File: config.mk
export PLATFORM = sky130hd
export DESIGN_NAME = line_addr_compose_flat
export DESIGN_NICKNAME = d
export VERILOG_FILES = /design/src/rtl/line_addr_compose_if.sv /design/src/rtl/line_addr_compose.sv /design/src/flat_wrapper.sv
export SDC_FILE = /design/constraint.sdc
export NUM_CORES = 1
export LEC_CHECK = 0
export BUFFER_PORTS_ARGS = -buffer_cell sky130_fd_sc_hd__buf_2
export CAP_MARGIN = 20
export CORE_ASPECT_RATIO = 2
export CORE_MARGIN = 2
export CORE_UTILIZATION = 49
export DETAILED_ROUTE_END_ITERATION = 7
export GPL_TIMING_DRIVEN = 0
export PLACE_DENSITY = 0.83
export SLEW_MARGIN = 20
export SYNTH_ARGS = -nofsm -noshare
export SYNTH_HDL_FRONTEND = slang
export SYNTH_SLANG_ARGS = --single-unit
File: constraint.sdc
create_clock -name clk -period 2.3 [get_ports clk]
set_input_delay 0.69 -clock clk [delete_from_list [all_inputs] [get_ports clk]]
set_output_delay 0.69 -clock clk [all_outputs]
set_load 0.01 [all_outputs]
File: src/rtl/line_addr_compose_if.sv
// Request/beat-address bundle for line_addr_compose.
// master: the requester/consumer side; slave: the address composer.
interface line_addr_compose_if #(
  parameter int ADDR_W   = 32,
  parameter int INDEX_W  = 14,
  parameter int OFFSET_W = 6,
  parameter int TAG_W    = ADDR_W - INDEX_W - OFFSET_W
);
  logic                req_valid;
  logic                req_ready;
  logic [TAG_W-1:0]    req_tag;
  logic [INDEX_W-1:0]  req_index;
  logic [OFFSET_W-1:0] req_offset;
  logic                addr_valid;
  logic                addr_ready;
  logic [ADDR_W-1:0]   addr_out;
  logic                addr_last;
  logic                done;
  logic                busy;

  modport master (
    output req_valid, req_tag, req_index, req_offset, addr_ready,
    input  req_ready, addr_valid, addr_out, addr_last, done, busy
  );

  modport slave (
    input  req_valid, req_tag, req_index, req_offset, addr_ready,
    output req_ready, addr_valid, addr_out, addr_last, done, busy
  );
endinterface

File: src/rtl/line_addr_compose.sv
// line_addr_compose: rebuilds full byte addresses {tag, index, offset} for
// one cache line and streams them as a per-beat burst with a last flag and a
// completion pulse.
// Optional feature macro: CRIT_WORD_FIRST_EN -- when defined the burst starts
// at the beat holding req_offset and wraps within the line; otherwise it
// always starts at offset 0.
//
// state | meaning
// IDLE  | ready for a line request, no address presented
// BURST | presenting beat addresses until the last one is accepted
module line_addr_compose #(
  parameter int ADDR_W   = 32,
  parameter int INDEX_W  = 14,
  parameter int OFFSET_W = 6,
  parameter int BEAT_W   = 2,
  parameter int TAG_W    = ADDR_W - INDEX_W - OFFSET_W
) (
  input logic               clk,
  input logic               rst,
  line_addr_compose_if.slave bus
);

  localparam int BEATS = 2 ** (OFFSET_W - BEAT_W);
  localparam int CNT_W = (OFFSET_W > BEAT_W) ? (OFFSET_W - BEAT_W) : 1;
  localparam logic [OFFSET_W-1:0] BEAT_STEP = OFFSET_W'(2 ** BEAT_W);
  localparam logic [OFFSET_W-1:0] LOW_MASK  = OFFSET_W'(2 ** BEAT_W - 1);
  localparam logic [CNT_W-1:0]    LAST_CNT  = CNT_W'(BEATS - 1);

  if (OFFSET_W < BEAT_W || TAG_W < 1) begin : g_param_check
    $fatal(1, "line_addr_compose: need OFFSET_W >= BEAT_W and TAG_W >= 1");
  end

  typedef enum logic {IDLE, BURST} state_t;

  state_t              state_q, state_d;
  logic [TAG_W-1:0]    tag_q, tag_d;
  logic [INDEX_W-1:0]  index_q, index_d;
  logic [OFFSET_W-1:0] off_q, off_d;
  logic [CNT_W-1:0]    cnt_q, cnt_d;
  logic                done_q, done_d;
  logic                last;

`ifndef CRIT_WORD_FIRST_EN
  // Offset is accepted on the port but has no effect on a linear burst.
  logic unused_req_offset;
  assign unused_req_offset = ^bus.req_offset;
`endif

  assign last = (cnt_q == LAST_CNT);

  // State and burst registers, synchronous reset.
  always_ff @(posedge clk) begin
    if (rst) begin
      state_q <= IDLE;
      tag_q   <= '0;
      index_q <= '0;
      off_q   <= '0;
      cnt_q   <= '0;
      done_q  <= 1'b0;
    end else begin
      state_q <= state_d;
      tag_q   <= tag_d;
      index_q <= index_d;
      off_q   <= off_d;
      cnt_q   <= cnt_d;
      done_q  <= done_d;
    end
  end

  // Next-state: latch the line on request, step the offset on each accepted beat.
  always_comb begin
    state_d = state_q;
    tag_d   = tag_q;
    index_d = index_q;
    off_d   = off_q;
    cnt_d   = cnt_q;
    done_d  = 1'b0;
    case (state_q)
      IDLE: begin
        if (bus.req_valid) begin
          tag_d   = bus.req_tag;
          index_d = bus.req_index;
`ifdef CRIT_WORD_FIRST_EN
          off_d   = bus.req_offset & ~LOW_MASK;
`else
          off_d   = '0;
`endif
          cnt_d   = '0;
          state_d = BURST;
        end
      end
      BURST: begin
        if (bus.addr_ready) begin
          // Offset wraps inside the line; it never carries into the index.
          off_d = off_q + BEAT_STEP;
          if (last) begin
            cnt_d   = '0;
            done_d  = 1'b1;
            state_d = IDLE;
          end else begin
            cnt_d = cnt_q + CNT_W'(1);
          end
        end
      end
      default: state_d = IDLE;
    endcase
  end

  assign bus.req_ready  = (state_q == IDLE);
  assign bus.addr_valid = (state_q == BURST);
  assign bus.busy       = (state_q == BURST);
  assign bus.addr_last  = (state_q == BURST) && last;
  assign bus.addr_out   = (state_q == BURST) ? {tag_q, index_q, off_q} : '0;
  assign bus.done       = done_q;

endmodule

File: src/flat_wrapper.sv
// flat-port wrapper written by rule: the top's interface ports become plain ports
module line_addr_compose_flat 
#(
  parameter int ADDR_W   = 32,
  parameter int INDEX_W  = 14,
  parameter int OFFSET_W = 6,
  parameter int BEAT_W   = 2,
  parameter int TAG_W    = ADDR_W - INDEX_W - OFFSET_W
)
  (clk, rst, bus_req_valid, bus_req_tag, bus_req_index, bus_req_offset, bus_addr_ready, bus_req_ready, bus_addr_valid, bus_addr_out, bus_addr_last, bus_done, bus_busy);
  line_addr_compose_if #(.ADDR_W(ADDR_W), .INDEX_W(INDEX_W), .OFFSET_W(OFFSET_W), .TAG_W(TAG_W)) bus_i ();
  input logic clk;
  input logic rst;
  input wire logic [$bits(bus_i.req_valid)-1:0] bus_req_valid;
  input wire logic [$bits(bus_i.req_tag)-1:0] bus_req_tag;
  input wire logic [$bits(bus_i.req_index)-1:0] bus_req_index;
  input wire logic [$bits(bus_i.req_offset)-1:0] bus_req_offset;
  input wire logic [$bits(bus_i.addr_ready)-1:0] bus_addr_ready;
  output wire logic [$bits(bus_i.req_ready)-1:0] bus_req_ready;
  output wire logic [$bits(bus_i.addr_valid)-1:0] bus_addr_valid;
  output wire logic [$bits(bus_i.addr_out)-1:0] bus_addr_out;
  output wire logic [$bits(bus_i.addr_last)-1:0] bus_addr_last;
  output wire logic [$bits(bus_i.done)-1:0] bus_done;
  output wire logic [$bits(bus_i.busy)-1:0] bus_busy;
  assign bus_i.req_valid = bus_req_valid;
  assign bus_i.req_tag = bus_req_tag;
  assign bus_i.req_index = bus_req_index;
  assign bus_i.req_offset = bus_req_offset;
  assign bus_i.addr_ready = bus_addr_ready;
  assign bus_req_ready = bus_i.req_ready;
  assign bus_addr_valid = bus_i.addr_valid;
  assign bus_addr_out = bus_i.addr_out;
  assign bus_addr_last = bus_i.addr_last;
  assign bus_done = bus_i.done;
  assign bus_busy = bus_i.busy;
  line_addr_compose #(.ADDR_W(ADDR_W), .INDEX_W(INDEX_W), .OFFSET_W(OFFSET_W), .BEAT_W(BEAT_W), .TAG_W(TAG_W)) u_core (.clk(clk), .rst(rst), .bus(bus_i));
endmodule
## After elaboration in Yosys (flattened, before gate mapping)

Index checks and enable logic that the tools add are counted.

| cells by class | value |
|---|---|
| bitwise logic cells | 2 |
| equality and inequality tests | 3 |
| multiplexer cells | 13 |
| add/sub/neg operators | 2 |
| reduce and logical (&&, ||, !) cells | 4 |

Operator list:

| kind | number |
|---|---|
| 2-to-1 mux 32 bit | 1 |
| 2-to-1 mux 4 bit | 3 |
| 2-to-1 mux 6 bit | 2 |
| case mux 6 bit (2 select lines) | 1 |
| case mux 4 bit (2 select lines) | 1 |
| adder 6 x 3 -> 6 bit (second input constant) | 1 |
| adder 4 x 1 -> 4 bit (second input constant) | 1 |
| equality test 4 bit (second input constant) | 1 |
| 2-to-1 mux 1 bit | 4 |
| inequality test 2 bit (second input constant) | 2 |
| AND reduction 2 bit | 2 |
| OR reduction 3 bit | 1 |
| inverter 1 bit | 2 |
| case mux 1 bit (2 select lines) | 1 |
| logical AND 1 bit | 1 |

| word-level totals | value |
|---|---|
| input port bits | 36 |
| logic and storage cells | 30 |
| output and inout bits | 37 |
| bits in registers | 38 |

## Longest topological paths before layout

Gate-level depths: netlist of the first run.

| depth | value |
|---|---|
| depth after elaboration | 4 |
| gate-level depth with buffers | 5 |
| depth with buffers taken out | 4 |

## Least setup slack after synthesis of the first run

No wires, ideal clock.

| timing path | value |
|---|---|
| kind | reg-to-output |
| start point | reg u_core.state_q, in the netlist u_core.bus.addr_valid |
| end point | out bus_addr_last |
| slack | 0.525 ns |
| buffers on the path | 2 |
| stages on the path, launching flop included | 5 |
| arrival | 1.085 ns |
| path through | dfxtp_1 -> buf_6 -> clkbuf_1 -> inv_1 -> nor2_1 |

| between the ends | value |
|---|---|
| cells in the longest elaborated chain, start to end | 1 |

Ends and longest elaborated chain:

| item | RTL line | RTL |
|---|---|---|
| start: declaration | line_addr_compose.sv:35 | `state_t state_q, state_d;` |
| start signal: assignment | line_addr_compose.sv:61 | `state_q <= state_d;` |
| logical AND 1 bit | line_addr_compose.sv:112 | `assign bus.addr_last = (state_q == BURST) && last;` |
| end: declaration | flat_wrapper.sv:22 | `output wire logic [$bits(bus_i.addr_last)-1:0] bus_addr_last;` |

Every way passes these cells.

## Worst setup path in the final report of the first run

| timing path | value |
|---|---|
| start point | reg u_core.state_q, in the netlist u_core.bus.addr_valid |
| end point | out bus_addr_out[8] |

| between the ends | value |
|---|---|
| cells in the longest elaborated chain, start to end | 1 |

Ends and longest elaborated chain:

| item | RTL line | RTL |
|---|---|---|
| 2-to-1 mux 32 bit | line_addr_compose.sv:113 | `assign bus.addr_out = (state_q == BURST) ? {tag_q, index_q, off_q} : '0;` |
| end: declaration | flat_wrapper.sv:21 | `output wire logic [$bits(bus_i.addr_out)-1:0] bus_addr_out;` |

Every way passes these cells.

==> results of run 1 <==
==> sequential cells by signal (all words and copies together) (netlist names) <==
signal                 cells
u_core.bus.addr_valid      1
u_core.index_q            14
u_core.off_q               4
u_core.cnt_q               4
u_core.bus.done            1
u_core.tag_q              12
==> worst max path at each step <==
stage,slack (ns),start,to
6_report,0.12,u_core.bus.addr_valid$_SDFF_PP0_,bus_addr_out[8]
5_1_grt,0.02,u_core.bus.addr_valid$_SDFF_PP0_,bus_addr_out[8]
4_1_cts,0.05,u_core.bus.addr_valid$_SDFF_PP0_,bus_addr_last
3_5_place_dp,0.36,u_core.bus.addr_valid$_SDFF_PP0_,bus_addr_last
3_3_place_gp,0.40,u_core.bus.addr_valid$_SDFF_PP0_,bus_addr_last
2_1_floorplan,0.53,u_core.bus.addr_valid$_SDFF_PP0_,bus_addr_last
==> through the flow <==
step,util (%),std cells,area [µm²]
after floorplan,-,200,1580
after global placement,62.0,294,1940
after detailed placement,62.0,294,1940
after CTS,64.9,302,2030
after global routing,65.0,302,2030
final,65.0,302,2030
==> worst reg2reg max path, delay by kind of cell, from the launching register on <==
family | cells | cell delay (ns)
flops | 1 | 0.40
mux | 1 | 0.40
buf+inv | 1 | 0.17
compound gates | 1 | 0.16
simple gates | 1 | 0.10
==> cells by family after synthesis <==
group	after synthesis	share of synthesized area, %
AO/OA/AOI/OAI	31	10.3
XOR/XNOR	1	0.555
adder cells (fa/ha/maj)	2	1.59
buffers and inverters	18	6.42
flip-flops	36	45.7
multiplexers	4	2.62
other	1	0.238
AND/OR/NAND/NOR	106	32.6
==> synth_stat cells <==
cell	instances	area share [%]
clkbuf_1	5	1.2
ha_1	2	1.6
nor3b_1	1	0.48
inv_1	1	0.24
nor2_1	7	1.7
nand3_1	5	1.6
and2_1	29	11
nor3_1	2	0.63
a22oi_1	2	0.95
conb_1	1	0.24
mux2i_1	3	1.9
and2_4	1	0.56
nor2b_1	1	0.40
a21oi_1	27	8.6
or2_2	1	0.40
nand2b_1	1	0.40
nand2_1	53	13
dfxtp_1	36	46
buf_6	1	0.71
a31oi_1	1	0.40
mux2_2	1	0.71
nand4_1	2	0.79
buf_2	3	0.95
nand2_4	1	0.71
and2_2	1	0.48
xor2_1	1	0.56
o22ai_1	1	0.40
buf_4	6	2.9
buf_1	2	0.48
or3_1	1	0.40
==> layout make-up <==
| class | count | area share, % |
|---|---|---|
| buffer | 17 | 4.88 |
| clock buffer | 8 | 4.44 |
| inverter | 1 | 0.185 |
| multi-input combinational | 146 | 37.5 |
| sequential | 36 | 35.6 |
| tap | 31 | 1.91 |
| timing repair buffer | 63 | 15.6 |
==> per-layer routing <==
| metal | part of all wire (%) | track usage [%] |
|---|---|---|
| met2 | 56 | 37.3 |
| met1 | 37 | 20.1 |
| met3 | 5.1 | 4.09 |
| met4 | 1.2 | 7.44 |
| met5 | 0 | 0 |
==> power by group through the flow <==
stage	Sequential [W]	Combinational, W	Clock [W]
2_1_floorplan	0.000678	0.000104	0
3_3_place_gp	0.000679	0.000164	0
3_5_place_dp	0.000681	0.000167	0
4_1_cts	0.000666	0.000167	0.000464
5_1_grt	0.000669	0.000187	0.000487
6_report	0.000666	0.000166	0.000452
==> out/qor_table.md, run 1 <==
| Item | This run |
|:---|:---|
| Most used cells in the layout excluding fill and tap cells | buf_2 (66), nand2_1 (53), dfxtp_1 (36), and2_1 (29), a21oi_1 (27) |
| CTS tree | yes |
| CTS Buf Count | 5 |
| Total wirelength of the detailed-routed design | 3490 µm |
| Count of unique library cells instantiated by Yosys | 30 |
| Worst hold path depth | 2 |
| Overall Global Routing Usage | 19.9% |
| Antenna diode instance count | 0 |
| Required time reported for the critical path endpoint | 1.61 ns |
| RSZ-0062 raised after global routing | no |
| Peak per-stage delay on the critical path | 0.40 ns |
| Min cycle time layout | 2.18 ns |
| Number of violations reported at the end of detailed-routing iteration 0 | 25 |
| Post-placement worst setup slack | 0.358 ns |
| Net switching power of the design | 0.000314 W |
| Mean Syn Cell Area | 7.93 µm² |
| Maximum VDD drop | 0.000531 V |
| I/O pin cnt | 73 |
| Cell breakdown of the critical path | buf_6, clkbuf_1, and2_1, buf_2 |
| Global-route wire length before repair | 5670 µm |
| Combinational Power Share | 12.9% |
| Fin Setup TNS | 0 ns |
| Pin count of the biggest net entering global routing | 11 |
| Max clock buf depth | 2 |
| CTS root buffer | clkbuf_8 |
| Critical path endpoint category | primary output |
| Total gr overflow | 0 |
| Worst path bufs/invs | 3 |
| R2R Path End | u_core.cnt_q[3]$_SDFFE_PP0P_ |
| Htree depth | 2 |
| Cells resized by post-CTS repair | 0 |
| Reg2Reg Depth | 4 |
| Vias in the first global route | 1383 |
| Clock-pin slew on the worst setup and hold paths | 0.07 ns |
| Minimum hold slack | 0.449 ns |
| Clock net sink count | 36 |
| Die outline area | 0.00372 mm² |
| Final Power | 0.00128 W |
| Pleak | 0.977 nW |
| Weighted congestion reported at the end of routability-driven placement | 0.773 |
| Port Buf Inserts | 63 |
| Register bit total from synthesis | 36 |
| Clock skew | 0.00365 ns |
| Detail-routed net length per standard cell | 11.5 µm |
| Number of antenna violations at the first check in global routing | 0 |
| Reg2Reg Setup Slack | 0.99 ns |
| Post-CTS Hold Buffers | 0 |
| Area used by multi-input combinational logic | 759 µm² |
| Fmax | 458 MHz |
| Average via count per standard cell | 4.97 |
| Reg-to-Reg Start | u_core.bus.addr_valid$_SDFF_PP0_ |
| Layout cell share with drive strength beyond 1 | 31.4% |
| Post-route clock period utilization | 94.9% |
| Number of endpoints with negative hold slack in the final report | 0 |
| Growth of design area from synthesis to finish | 28.5% |
| Areal power density over the cells | 633 mW/mm² |
| Kind of launch point of the worst setup path | flop |
| CP Depth | 4 |
| Post-DP HPWL | 2640 µm |
| Initial Util | 50.6% |
| Share of the yosys chip area belonging to registers | 45.7% |
| Sequential share of power | 51.9% |
| Highest net fanout along the worst path | 10 |
| Data arrival time at the worst-slack endpoint | 1.49 ns |
| Number of nets with antenna violations after routing | 0 |
| Endpoints failing setup | 0 |
| Number of buffers inserted by post-CTS setup repair | 0 |
| Later-pin clock latency in the skew report | 0.28 ns |
| Highest-delay cell along the critical path | dfxtp_1 |
| Syn Inst Count | 199 |
| Final layout net count | 308 |
| Int Pwr | 0.000969 W |
| Overall via count from detail_route | 1500 |
| Detailed-route DRC error count | 0 |
| Number of search-and-repair iterations in the first detailed-routing pass | 4 |
| Core region area | 0.00312 mm² |
| Result of the run | finished clean |
| Leading cell type in the layout, fill and taps excluded | buf_2 |
| Count of synthesis-stage warnings from yosys | 0 |
| Worst Setup Slack, final | 0.117 ns |
| Area used by sequential logic in the layout | 721 µm² |
| Max Transition Viols Final | 0 |
| Clock Power Share | 35.2% |
| Category of the critical setup timing path | flop to primary output |
| Sw frac | 24.5% |
| Layout filler cell count | 302 |
| Path class of the lowest-slack min-delay path | flop to flop |
| Max-cap violations | 0 |
| CP delay by family, top | buffers and inverters |
| Horizontal extent of the die | 44.1 µm |
| Hold path startpoint | u_core.tag_q[4]$_SDFFE_PP0P_ |
| Netlist area before placement | 0.00158 mm² |
| Hold Path End | u_core.tag_q[4]$_SDFFE_PP0P_ |
| Die Y | 84.3 µm |
| Row count | 29 |
No activity file was read; power rests on OpenSTA's default activity.
==> inputs of run 2 (changes only) <==
Settings changed: CORE_ASPECT_RATIO 2 to 1.1, REMOVE_ABC_BUFFERS from default to 1.
==> run 2 against run 1 <==
Effect of this change:
- first-iteration DRC count increased by 56%
- sequential power is 2% higher
- fmax increased by 11%
- non-clock buffer count is 15 lower
- count of clock-buffer cells in the layout unchanged
- register-to-register slack lost 0.53 ns
- via count decreased by 5.5%
- final cell count decreased by 4.0%
- wire length fell by 9.6%
- combinational power fell by 17%
- global-route usage down 1.1 points
- clock power shrank 25%
==> out/qor_table.md, run 2 (synthesis gave the netlist of run 1 again) <==
| Item | This run | Delta |
|:---|:---|:---|
| Worst setup path startpoint | u_core.cnt_q[0]$_SDFFE_PP0P_ |  |
| Number of violations reported at the end of detailed-routing iteration 0 | 39 | +56% |
| CTS root buffer | clkbuf_4 |  |
| Number of antenna violations at the first check in global routing | 0 | unchanged |
| Kind of launch point of the worst setup path | flop |  |
| Number of buffers inserted by post-CTS setup repair | 0 | unchanged |
| Layout cell share with drive strength beyond 1 | 30.5% | -0.90 points |
| Areal power density over the cells | 597 mW/mm² | -5.7% |
| Number of search-and-repair iterations in the first detailed-routing pass | 4 | unchanged |
| CTS Buf Count | 5 | unchanged |
| Path class of the lowest-slack min-delay path | flop to flop |  |
| Tightest Pin Transition | 1.02 ns |  |
| Overall via count from detail_route | 1417 | -5.5% |
| Final Non-Filler Cells | 290 | -4.0% |
| Clock-pin slew on the worst setup and hold paths | 0.10 ns | +0.03 ns |
| Fmax | 507 MHz | +11% |
| Reg2Reg Depth | 3 | -1 |
| Htree depth | 2 | unchanged |
| Overall Global Routing Usage | 18.8% | -1.1 points |
| Registers with the most flip-flops | u_core.index_q x14, u_core.tag_q x12 |  |
| Reg-to-Reg Start | u_core.bus.addr_valid$_SDFF_PP0_ |  |
| CTS tree | yes |  |
| Global-route wire length before repair | 5460 µm | -3.8% |
| Final layout net count | 293 | -4.9% |
| I/O pin cnt | 73 | unchanged |
| Layout filler cell count | 320 | +6.0% |
| Detail-routed net length per standard cell | 10.9 µm | -5.8% |
| Register with the highest flop count | u_core.index_q |  |
| Cell Count Post-Placement | 282 | -4.1% |
| Vias in the first global route | 1329 | -3.9% |
| Horizontal extent of the die | 58.1 µm | +32% |
| Leading cell type in the layout, fill and taps excluded | buf_2 |  |
| Fin Setup TNS | 0 ns | unchanged |
| Area used by sequential logic in the layout | 724 µm² | +0.52% |
| Die Y | 63.5 µm | -25% |
| Number of endpoints with negative hold slack in the final report | 0 | unchanged |
| Detailed-route DRC error count | 0 | unchanged |
| Clock net sink count | 36 | unchanged |
| Rel. slew slack | 32.2% |  |
| Flip-flop count of the largest register, all copies and words added | 14 | unchanged |
| Clock skew | 0.0108 ns | +0.00710 ns |
| Initial Util | 51.8% | +1.2 points |
| Hold path startpoint | u_core.index_q[10]$_SDFFE_PP0P_ |  |
| Post-DP HPWL | 2180 µm | -17% |
| Port Buf Inserts | 64 | +1.6% |
| Post-CTS Hold Buffers | 0 | unchanged |
| Total wirelength of the detailed-routed design | 3150 µm | -9.6% |
| Maximum VDD drop | 0.000418 V | -21% |
| Average via count per standard cell | 4.89 | -1.6% |
| Minimum hold slack | 0.451 ns | +0.00234 ns |
| Data arrival time at the worst-slack endpoint | 1.28 ns | -0.21 ns |
| Max-cap violations | 0 | unchanged |
| Max Transition Viols Final | 0 | unchanged |
| Required time reported for the critical path endpoint | 1.61 ns | about the same |
| Post-route clock period utilization | 85.8% | -9.1 points |
| Growth of design area from synthesis to finish | 22.1% |  |
| Worst hold path depth | 2 | unchanged |
| Min cycle time layout | 1.97 ns | -0.210 ns |
| Antenna diode instance count | 0 | unchanged |
| Total gr overflow | 0 | unchanged |
| Pin count of the biggest net entering global routing | 42 | +31 |
| Endpoints failing setup | 0 | unchanged |
| Critical path endpoint category | primary output |  |
| Later-pin clock latency in the skew report | 0.32 ns | +0.04 ns |
| Number of nets with antenna violations after routing | 0 | unchanged |
| Utilization of the core after routing | 63.2% | -1.7 points |
| Most used cells in the layout excluding fill and tap cells | buf_2 (64), nand2_1 (53), dfxtp_1 (35), and2_1 (29), a21oi_1 (27) |  |
| Core region area | 0.00305 mm² | -2.3% |
| RSZ-0062 raised after global routing | no |  |
| Result of the run | finished clean |  |
| Area used by multi-input combinational logic | 762 µm² | +0.33% |
| Max clock buf depth | 2 | unchanged |
| Category of the critical setup timing path | flop to primary output |  |
| Highest net fanout along the worst path | 4 | -6 |
| Weighted congestion reported at the end of routability-driven placement | 0.722 | -6.6% |
| Pleak | 0.918 nW | -6.1% |
| Die outline area | 0.00369 mm² | -0.73% |
| Row count | 21 | -28% |
==> run 2: changes by cell type in the layout (fill, tap and decap cells not counted) <==
cell and change:
buf_1 -2, buf_2 -2, buf_4 -6, buf_6 -1, buf_8 +1, clkbuf_1 -4
clkbuf_2 -1, clkbuf_4 +5, clkbuf_8 -5, dfxtp_1 -1, dfxtp_4 +1, nor2b_1 -1
nor2b_2 +1
==> run 2: path summary, 6_finish.rpt <==
kind | endpoint | slack (ns)
worst min-delay path | u_core.index_q[10]$_SDFFE_PP0P_ | 0.45
worst min register to register | u_core.index_q[10]$_SDFFE_PP0P_ | 0.45
worst max register to register | u_core.tag_q[9]$_SDFFE_PP0P_ | 0.46
worst max-delay path | bus_addr_last | 0.33
==> run 2: per-layer routing <==
layer  up-vias  global-route usage [%]  share of wire (%)
met5         -                       0                  0
met4         0                    7.27               0.98
met3         6                    4.52                6.6
met2        44                    33.1                 50
met1       618                    21.5                 42
li1        749                       -                  -
==> run 2: per-stage QoR <==
step                total power (W)  instance area, µm²  setup WS [ns]
floorplan                  0.000757                1480          0.156
global placement           0.000824                1850         -0.527
detailed placement         0.000831                1860         -0.115
CTS                         0.00117                1920          0.134
global route                0.00122                1930          0.177
finish                      0.00115                1930          0.327
==> run 2: timing repair <==
action / CTS / global route
gates resized for setup: 1 / 1
endpoints found under the setup margin: 61 / 1
pin swaps: 0 / 0
==> run 2: power by group <==
| group | internal [W] | switching, W |
|---|---|---|
| sequential | 0.000652 | 0.0000236 |
| clock | 0.000151 | 0.000187 |
| combinational | 0.0000610 | 0.0000766 |
| total | 0.000864 | 0.000287 |
==> run 2: worst max-delay path, stage by stage, from the launching register on <==
cell and delay (ns):
dfxtp_1 0.38, ha_1 0.19, nand3_1 0.15, nor2_1 0.11
buf_2 0.13
==> run 2: layout make-up <==
cell class	instances	area share, %
multi-input combinational	146	39.5
sequential	36	37.6
timing repair buffer	65	17.4
clock buffer	8	3.05
tap	34	2.21
inverter	1	0.195
